--- src/rtl/clkdiv_ctrl.sv ---
// clkdiv_ctrl: run-time controller for divide-by-N tick generation.
//
// A programmable modulo counter runs while the controller is in RUN and
// emits a one-cycle tick at phase 0 of every period. Divisor and burst
// length arrive over a valid/ready port; in IDLE they are written directly,
// in RUN they are held in a one-deep shadow and applied at a period
// boundary (the wrap), so a period is never stretched or truncated.
//
// Optional build macro: CLKDIV_CTRL_ERR_EN
//   When defined, adds a sticky error flag (err) with a clear input
//   (err_clr). The flag records config offers that stall against a full
//   shadow and accepted divisors below 2 that were clamped.

module clkdiv_ctrl #(
    parameter int CNT_W   = 8,
    parameter int BURST_W = 8,
    parameter int DIV_RST = 4
) (
    input  logic               clk,
    input  logic               reset_n,
    input  logic               cfg_valid,
    output logic               cfg_ready,
    input  logic [CNT_W-1:0]   cfg_div,
    input  logic [BURST_W-1:0] cfg_burst,
    input  logic               start,
    input  logic               stop,
`ifdef CLKDIV_CTRL_ERR_EN
    output logic               err,
    input  logic               err_clr,
`endif
    output logic               tick,
    output logic [CNT_W-1:0]   phase,
    output logic               busy,
    output logic               done
);

    typedef enum logic {
        IDLE = 1'b0,
        RUN  = 1'b1
    } state_t;

    // Divisors below 2 would make phase 0 and the wrap the same cycle.
    function automatic logic [CNT_W-1:0] clamp_div(input logic [CNT_W-1:0] d);
        if (d < CNT_W'(2)) begin
            return CNT_W'(2);
        end
        return d;
    endfunction

    // Tick counter holds at its maximum instead of rolling over.
    function automatic logic [BURST_W-1:0] sat_inc(input logic [BURST_W-1:0] v);
        if (&v) begin
            return v;
        end
        return v + BURST_W'(1);
    endfunction

    state_t             state, state_nx;
    logic [CNT_W-1:0]   phase_nx;
    logic [CNT_W-1:0]   div_r, div_nx;
    logic [BURST_W-1:0] burst_r, burst_nx;
    logic [CNT_W-1:0]   shd_div, shd_div_nx;
    logic [BURST_W-1:0] shd_burst, shd_burst_nx;
    logic               shd_valid, shd_valid_nx;
    logic               stop_pend, stop_nx;
    logic [BURST_W-1:0] tick_cnt, cnt_nx;
    logic               done_nx;

    logic               cfg_xfer;
    logic               wrap;
    logic               burst_hit;
    logic               terminate;

    // The shadow is only ever occupied in RUN, so this is 1 throughout IDLE.
    assign cfg_ready = !shd_valid;
    assign cfg_xfer  = cfg_valid && cfg_ready;

    assign busy      = (state == RUN);
    assign tick      = (state == RUN) && (phase == '0);
    assign wrap      = (state == RUN) && (phase == (div_r - CNT_W'(1)));
    assign burst_hit = (burst_r != '0) && (tick_cnt == burst_r);
    assign terminate = wrap && (stop_pend || burst_hit);

    // Next-state and next-register computation for the run controller.
    always_comb begin
        state_nx     = state;
        phase_nx     = phase;
        div_nx       = div_r;
        burst_nx     = burst_r;
        shd_div_nx   = shd_div;
        shd_burst_nx = shd_burst;
        shd_valid_nx = shd_valid;
        stop_nx      = stop_pend;
        cnt_nx       = tick_cnt;
        done_nx      = 1'b0;

        unique case (state)
            IDLE: begin
                // Config takes effect directly while stopped.
                if (cfg_xfer) begin
                    div_nx   = clamp_div(cfg_div);
                    burst_nx = cfg_burst;
                end
                // start wins over a simultaneous stop: stop is ignored here.
                if (start) begin
                    state_nx = RUN;
                    phase_nx = '0;
                    cnt_nx   = '0;
                    stop_nx  = 1'b0;
                end
            end

            RUN: begin
                if (stop) begin
                    stop_nx = 1'b1;
                end
                if (tick) begin
                    cnt_nx = sat_inc(tick_cnt);
                end

                if (wrap) begin
                    phase_nx = '0;
                    // A shadow loaded in an earlier cycle lands at this boundary
                    // and restarts burst accounting under the new settings.
                    if (shd_valid) begin
                        div_nx       = shd_div;
                        burst_nx     = shd_burst;
                        shd_valid_nx = 1'b0;
                        cnt_nx       = '0;
                    end
                    if (terminate) begin
                        state_nx = IDLE;
                        done_nx  = 1'b1;
                        stop_nx  = 1'b0;
                        // No later boundary exists, so an offer taken on the
                        // final wrap is applied on entry to IDLE.
                        if (cfg_xfer) begin
                            div_nx   = clamp_div(cfg_div);
                            burst_nx = cfg_burst;
                        end
                    end else if (cfg_xfer) begin
                        // Taken on a wrap: waits for the following wrap.
                        shd_div_nx   = clamp_div(cfg_div);
                        shd_burst_nx = cfg_burst;
                        shd_valid_nx = 1'b1;
                    end
                end else begin
                    phase_nx = phase + CNT_W'(1);
                    if (cfg_xfer) begin
                        shd_div_nx   = clamp_div(cfg_div);
                        shd_burst_nx = cfg_burst;
                        shd_valid_nx = 1'b1;
                    end
                end
            end
        endcase
    end

    // FSM state register.
    always_ff @(posedge clk or negedge reset_n) begin
        if (!reset_n) begin
            state <= IDLE;
        end else begin
            state <= state_nx;
        end
    end

    // Counter, active configuration, shadow and run bookkeeping registers.
    always_ff @(posedge clk or negedge reset_n) begin
        if (!reset_n) begin
            phase     <= '0;
            div_r     <= CNT_W'(DIV_RST);
            burst_r   <= '0;
            shd_div   <= '0;
            shd_burst <= '0;
            shd_valid <= 1'b0;
            stop_pend <= 1'b0;
            tick_cnt  <= '0;
            done      <= 1'b0;
        end else begin
            phase     <= phase_nx;
            div_r     <= div_nx;
            burst_r   <= burst_nx;
            shd_div   <= shd_div_nx;
            shd_burst <= shd_burst_nx;
            shd_valid <= shd_valid_nx;
            stop_pend <= stop_nx;
            tick_cnt  <= cnt_nx;
            done      <= done_nx;
        end
    end

`ifdef CLKDIV_CTRL_ERR_EN
    logic err_set;

    assign err_set = (cfg_valid && !cfg_ready) ||
                     (cfg_xfer && (cfg_div < CNT_W'(2)));

    // Sticky error flag; a set event in the same cycle beats err_clr.
    always_ff @(posedge clk or negedge reset_n) begin
        if (!reset_n) begin
            err <= 1'b0;
        end else if (err_set) begin
            err <= 1'b1;
        end else if (err_clr) begin
            err <= 1'b0;
        end
    end
`endif

endmodule

--- config.mk ---
export PLATFORM = sky130hd
export DESIGN_NAME = clkdiv_ctrl
export DESIGN_NICKNAME = d
export VERILOG_FILES = /design/src/rtl/clkdiv_ctrl.sv
export SDC_FILE = /design/constraint.sdc
export NUM_CORES = 1
export LEC_CHECK = 0
export BUFFER_PORTS_ARGS = -buffer_cell sky130_fd_sc_hd__buf_4
export CORE_UTILIZATION = 55
export CTS_BUF_LIST = sky130_fd_sc_hd__clkbuf_8
export DETAILED_ROUTE_END_ITERATION = 12
export PLACE_DENSITY = 0.76
export REMOVE_ABC_BUFFERS = 1
export SKIP_CTS_REPAIR_TIMING = 1
export SYNTH_ARGS = -nofsm -noshare
export SYNTH_HDL_FRONTEND = slang
export SYNTH_SLANG_ARGS = --single-unit
--- constraint.sdc ---
create_clock -name clk -period 3.8 [get_ports clk]
set_clock_uncertainty 0.2 [all_clocks]
set_input_delay 1.14 -clock clk [delete_from_list [all_inputs] [get_ports clk]]
set_output_delay 1.14 -clock clk [all_outputs]
set_load 0.03 [all_outputs]
# Word-level counts from Yosys, hierarchy flattened
# Cells that the tools add are included.
[totals]
reg_bits = 52
[op_classes]
magnitude_cmp = 1
bitwise = 1
muxes = 63
add_sub_neg = 3
reduce_logical = 16
n_eq_ne = 6
[op_table]
columns = ["cell", "count"]
rows = [
  ["8-bit 2-to-1 mux", 29],
  ["8-bit one-hot mux with 2 select lines", 4],
  ["1-bit 2-to-1 mux", 28],
  ["8-bit by 1-bit adder with 8-bit output (second input constant)", 2],
  ["8-bit == test", 2],
  ["8-bit zero test", 1],
  ["8-bit by 2-bit < comparator with 1-bit output (second input constant)", 1],
  ["8-bit AND reduction", 1],
  ["8-bit nonzero test", 1],
  ["8-bit by 1-bit subtractor with 8-bit output (second input constant)", 1],
  ["2-bit inequality test (second input constant)", 3],
  ["2-bit AND reduction", 3],
  ["1-bit logical AND", 5],
  ["1-bit one-hot mux with 2 select lines", 2],
  ["4-bit AND reduction", 1],
  ["2-bit nonzero test", 2],
  ["2-bit by 1-bit inequality test with 1-bit output (second input constant)", 1],
  ["1-bit zero test", 1],
  ["1-bit logical OR", 1],
  ["1-bit inverter", 1],
]

# Longest topological paths before layout
[logic_depth]
word_depth = 12
mapped_depth = 9
depth_no_buf = 8

# Least setup slack after synthesis
# Ideal clock, no wire load.
[synth_path]
kind = "reg2reg"
startpoint = "register div_r[0]"
endpoint = "register shd_burst[6]"
setup_time_ps = 125
path_slack_ps = 1019
arrival_ps = 2456
stages_incl_launch_ff = 10
cell_sequence = "dfrtp_1 inv_1 ha_1 o21ba_1 a221oi_2 a41oi_2 o41ai_4 nor2_4 buf_6 mux2_4"
[synth_between]
elab_chain_cells = 6
word_cells_on_any_way = 7
[synth_lines]
columns = ["item", "line", "source"]
rows = [
  ["start: declaration", "60", "logic [CNT_W-1:0] div_r, div_nx;"],
  ["start signal: assignment", "172", "div_r <= CNT_W'(DIV_RST);"],
  ["start signal: assignment", "182", "div_r <= div_nx;"],
  ["8-bit by 1-bit subtractor with 8-bit output (*)", "80", "assign wrap = (state == RUN) && (phase == (div_r - CNT_W'(1)));"],
  ["8-bit == test (*)", "80", ""],
  ["1-bit logical AND (*)", "80", ""],
  ["1-bit logical AND", "82", "assign terminate = wrap && (stop_pend || burst_hit);"],
  ["2-bit inequality test (no source line)", "n/a", ""],
  ["2-bit AND reduction (no source line)", "n/a", ""],
  ["end signal: assignment", "185", "shd_burst <= shd_burst_nx;"],
  ["end: declaration", "63", "logic [BURST_W-1:0] shd_burst, shd_burst_nx;"],
]
# Mark *: on every way between the ends. The rest lies on a longest branch, timed or not.
# A chain may end at the register's enable or synchronous reset.

# Worst setup path after layout
[layout_path]
startpoint = "register phase[0]"
endpoint = "output tick"
[layout_between]
elab_chain_cells = 2
[layout_lines]
columns = ["item", "line", "source"]
rows = [
  ["start: declaration", "32", "output logic [CNT_W-1:0] phase,"],
  ["start signal: assignment", "181", "phase <= phase_nx;"],
  ["8-bit zero test", "79", "assign tick = (state == RUN) && (phase == '0);"],
  ["1-bit logical AND", "79", ""],
  ["end: declaration", "31", "output logic tick,"],
]
# No other way between the ends.

==> summary by stage <==
Route
The first detailed-routing pass took 4 iterations. The count of vias placed by the detailed router is 2316. In the routed layout, each cell is associated on average with a via count of roughly 5.8. The aggregate routed wire length is 5950 um. After detailed routing, the average wire length per cell comes to between 15 and 20 um. In this run, the number of DRC markers left after iteration 0 of detailed routing was 127. The count of nets left with antenna violations once routing finished came out at 0.

The DRC violation count after routing is 0.

Power and ir drop
The total power is between 0.002 and 0.0025 W. Power spread over the standard cell area amounts to 624 mW/mm^2. The maximum VDD drop is about 0.00027 V. The static leakage is 1.48 nW.

Clock tree
The number of buffers created by CTS is 5. The clock drives 52 sinks. Clock tree synthesis selected as its root buffer the cell sky130_fd_sc_hd__clkbuf_8. The clock passes through at most 2 buffers. The H-tree was split into 2 levels. The clock transition at the registers of the reported paths is 0.09 ns. Clock latency on the worst-skew pair, taken at its later pin, is around 0.30 ns. TritonCTS built the clock tree.

Status
The flow ran to the end, and the final reports show no timing, DRC or antenna violations.

Worst setup path
The endpoint required time on the critical path is ~2.5 ns. STA classifies the critical path startpoint as a register. Traced cell by cell, the critical path runs through inv_1 -> ha_1 -> nor4b_1 -> nand2_1 -> inv_1 -> buf_4. The reg2reg setup slack is 1.01 ns.

The maximum fanout along the worst path is 7. The critical path class is register to output port. For the worst flop-to-flop path, the logic depth is 8.

The most repeated library cell on the critical path is sky130_fd_sc_hd__inv_1. At the worst endpoint, the arrival time is 1.69 ns. The largest single stage delay on the critical path is between 0.4 and 0.5 ns. The slowest stage of the critical path belongs to the cell sky130_fd_sc_hd__dfrtp_1.

STA classifies the critical path endpoint as an output port.

Logic synthesis
After synthesis, the mean cell area works out to 9.79 um^2. The synthesized design contains 52 register bits. The combined area of all synthesized cells is 0.00291 mm^2. The most used flip-flop cell after synthesis is sky130_fd_sc_hd__dfrtp_1. Sequential cells were found to cover between 40 and 50% of the synthesized design area.

In the post-synthesis netlist, the cell with the most instances is sky130_fd_sc_hd__dfrtp_1. Of the post-synthesis cell area, the dominant cell type holds 43.9%. The number of flops mapped to enable cells by yosys is 0. Summed over all instances, the cell type with the most area after synthesis is sky130_fd_sc_hd__dfrtp_1.

The number of different library cells used by synthesis comes to 50. Synthesis produced a netlist whose cell count is 297. By area the synthesized netlist is led by sky130_fd_sc_hd__dfrtp_1 (44%), sky130_fd_sc_hd__nand3_1 (7.2%), sky130_fd_sc_hd__mux2_4 (5.2%), sky130_fd_sc_hd__o211ai_1 (4.4%), sky130_fd_sc_hd__inv_1 (3.1%). The fraction of registers with async set or reset after synthesis is 100%. The number of synthesis warnings is 0. Sorting the synthesized cells by how often they occur yields sky130_fd_sc_hd__dfrtp_1 (51), sky130_fd_sc_hd__nand3_1 (42), sky130_fd_sc_hd__inv_1 (24).

Cells and area
From synthesis to final layout, the design area changed by 13.7%. 0 antenna diodes ended up in the layout. Fill cells in the final layout number 465. Once layout is done, the placed cells without fillers occupy 0.00331 mm^2. The count of cells in the finished layout, fillers not included, comes to 396. The fraction of final layout cells with drive strength greater than 1 is approximately a fifth. The number of nets in the layout is 350.

Timing
The highest attainable clock frequency is 330 MHz. The tightest hold path in the finished design has a slack of approximately 0.31 ns. Setup repair after global routing left no endpoint under its margin.

The number of slew-limit violations in the final report was 0. For the final routed database, the setup TNS stands at 0 ns. The slew at the pin with the worst max-slew slack is around 0.74 ns. The final critical-path share of the clock period is around four fifths. The number of setup violations in the final report is 0.

The final critical-path required period is 3.03 ns. The number of hold violations in the final report came to 0. The relative max-transition margin is approximately half.

Die
The core footprint is 0.00511 mm^2. The die span in y is 74.7 um. The initial utilization of the core area, before any placement, comes to 57.0%. The die span in x is between 70 and 80 um. In this run the core area contains 26 standard-cell rows. For this design the top-level I/O count stands at 33. The die covers 0.00558 mm^2.

Global routing
The via count of the first global-routing pass is 2119. The first global-routing pass estimated 10100 um of wire. The total overflow reported by the global router is 0. The initial antenna violation count is 0. The largest net degree at the start of global routing is 53.

Global routing consumed, over all layers together, 23.5% of the routing resources.

Job
Max-cap violations in this run came to 0.

Place
The detailed-placement wirelength estimate is 4150 um. The port buffer count is 32. The placed instances occupy a cell area of 0.00320 mm^2. The cell count after placement is between 300 and 400. The final weighted congestion in routability-driven placement is between 0.8 and 0.9.

Hold path
The hold-critical path depth is 1. The tightest min-delay check is of the register to register type.
## registers in the layout (all words and copies together), names as in the netlist
name and flops:
stop_pend 1, phase 8, done 1, shd_div 8, shd_valid 1, shd_burst 8
tick_cnt 8, busy 1, burst_r 8, div_r 8
## cell type report
type	count	area, um^2	share of cell area [%]
repair buffers	36	270	8.17
clock inverters	3	38.8	1.17
clock buffers	5	68.8	2.08
multi-input cells	206	1450	43.8
inverters	24	90.1	2.72
well taps	70	87.6	2.65
flip-flops and latches	52	1300	39.4
## worst paths after layout
| kind | from | endpoint |
|---|---|---|
| max in group asynchronous | reset_n | phase[2] |
| setup / recovery | phase[0] | tick |
| min in group asynchronous | reset_n | phase[3] |
| hold / removal | shd_burst[5] | shd_burst[5] |
| hold reg to reg | shd_burst[5] | shd_burst[5] |
| setup reg to reg | div_r[0] | tick_cnt[4] |
## cells in the final DEF, fill, tap and decap left out, types with 2 or more instances in the layout
cell type                   n
sky130_fd_sc_hd__nor2b_1    3
sky130_fd_sc_hd__ha_1       4
sky130_fd_sc_hd__inv_1     25
sky130_fd_sc_hd__o21ai_0    9
sky130_fd_sc_hd__a22o_1     2
sky130_fd_sc_hd__nor2_1    15
sky130_fd_sc_hd__a21o_1     5
sky130_fd_sc_hd__a31o_2     2
sky130_fd_sc_hd__nand4_1    2
sky130_fd_sc_hd__and3_1     4
sky130_fd_sc_hd__o211ai_1  17
sky130_fd_sc_hd__o22ai_1    3
sky130_fd_sc_hd__nor4_1     4
sky130_fd_sc_hd__xor2_1     9
sky130_fd_sc_hd__xnor2_1    9
sky130_fd_sc_hd__buf_4     36
sky130_fd_sc_hd__nor3_1     7
sky130_fd_sc_hd__mux2_2     6
sky130_fd_sc_hd__mux2_4    10
sky130_fd_sc_hd__nor4b_1    2
sky130_fd_sc_hd__dfrtp_1   51
sky130_fd_sc_hd__clkbuf_8   5
sky130_fd_sc_hd__nor3b_1    3
sky130_fd_sc_hd__nand2_1   16
sky130_fd_sc_hd__a21oi_1   11
sky130_fd_sc_hd__nand3_1   42
## critical path, delay by kind of cell (launching register included)
| kind | cells | cell delay (ns) |
|---|---|---|
| DFF | 1 | 0.47 |
| buffers and inverters | 3 | 0.36 |
| and+or+nand+nor | 2 | 0.42 |
| adders and majority gates | 1 | 0.14 |
## layer usage
metal | global-route usage [%] | wire length (um) | up-vias
met2 | 36.9 | 2740 | 62
met3 | 3.21 | 212 | 5
met1 | 34.4 | 2960 | 1134
li1 | - | - | 1115
met4 | 6.29 | 40 | 0
met5 | 0 | 0 | -
## metrics by stage
step                util (%)  setup slack (ns)
global placement        62.6              1.06
CTS                     64.7             0.767
detailed placement      62.6              1.04
global route            64.7             0.590
floorplan                  -             0.803
finish                  64.7             0.769
## cell families after synthesis
logic type | count (synthesis) | synth area share (%)
AOI/OAI and AO/OA | 62 | 16.0
xor gates and xnor gates | 18 | 5.42
adders and majority gates | 4 | 1.72
buffers and inverters | 39 | 5.42
DFF | 52 | 44.8
muxes | 17 | 7.83
and+or+nand+nor | 105 | 18.9
## report_power, final
part           total (W)  switching, W  internal [W]
Clock           0.000372      0.000179      0.000193
Sequential      0.000961      0.000240      0.000720
Combinational   0.000731      0.000372      0.000359
Power figures use the tool's default switching activity.
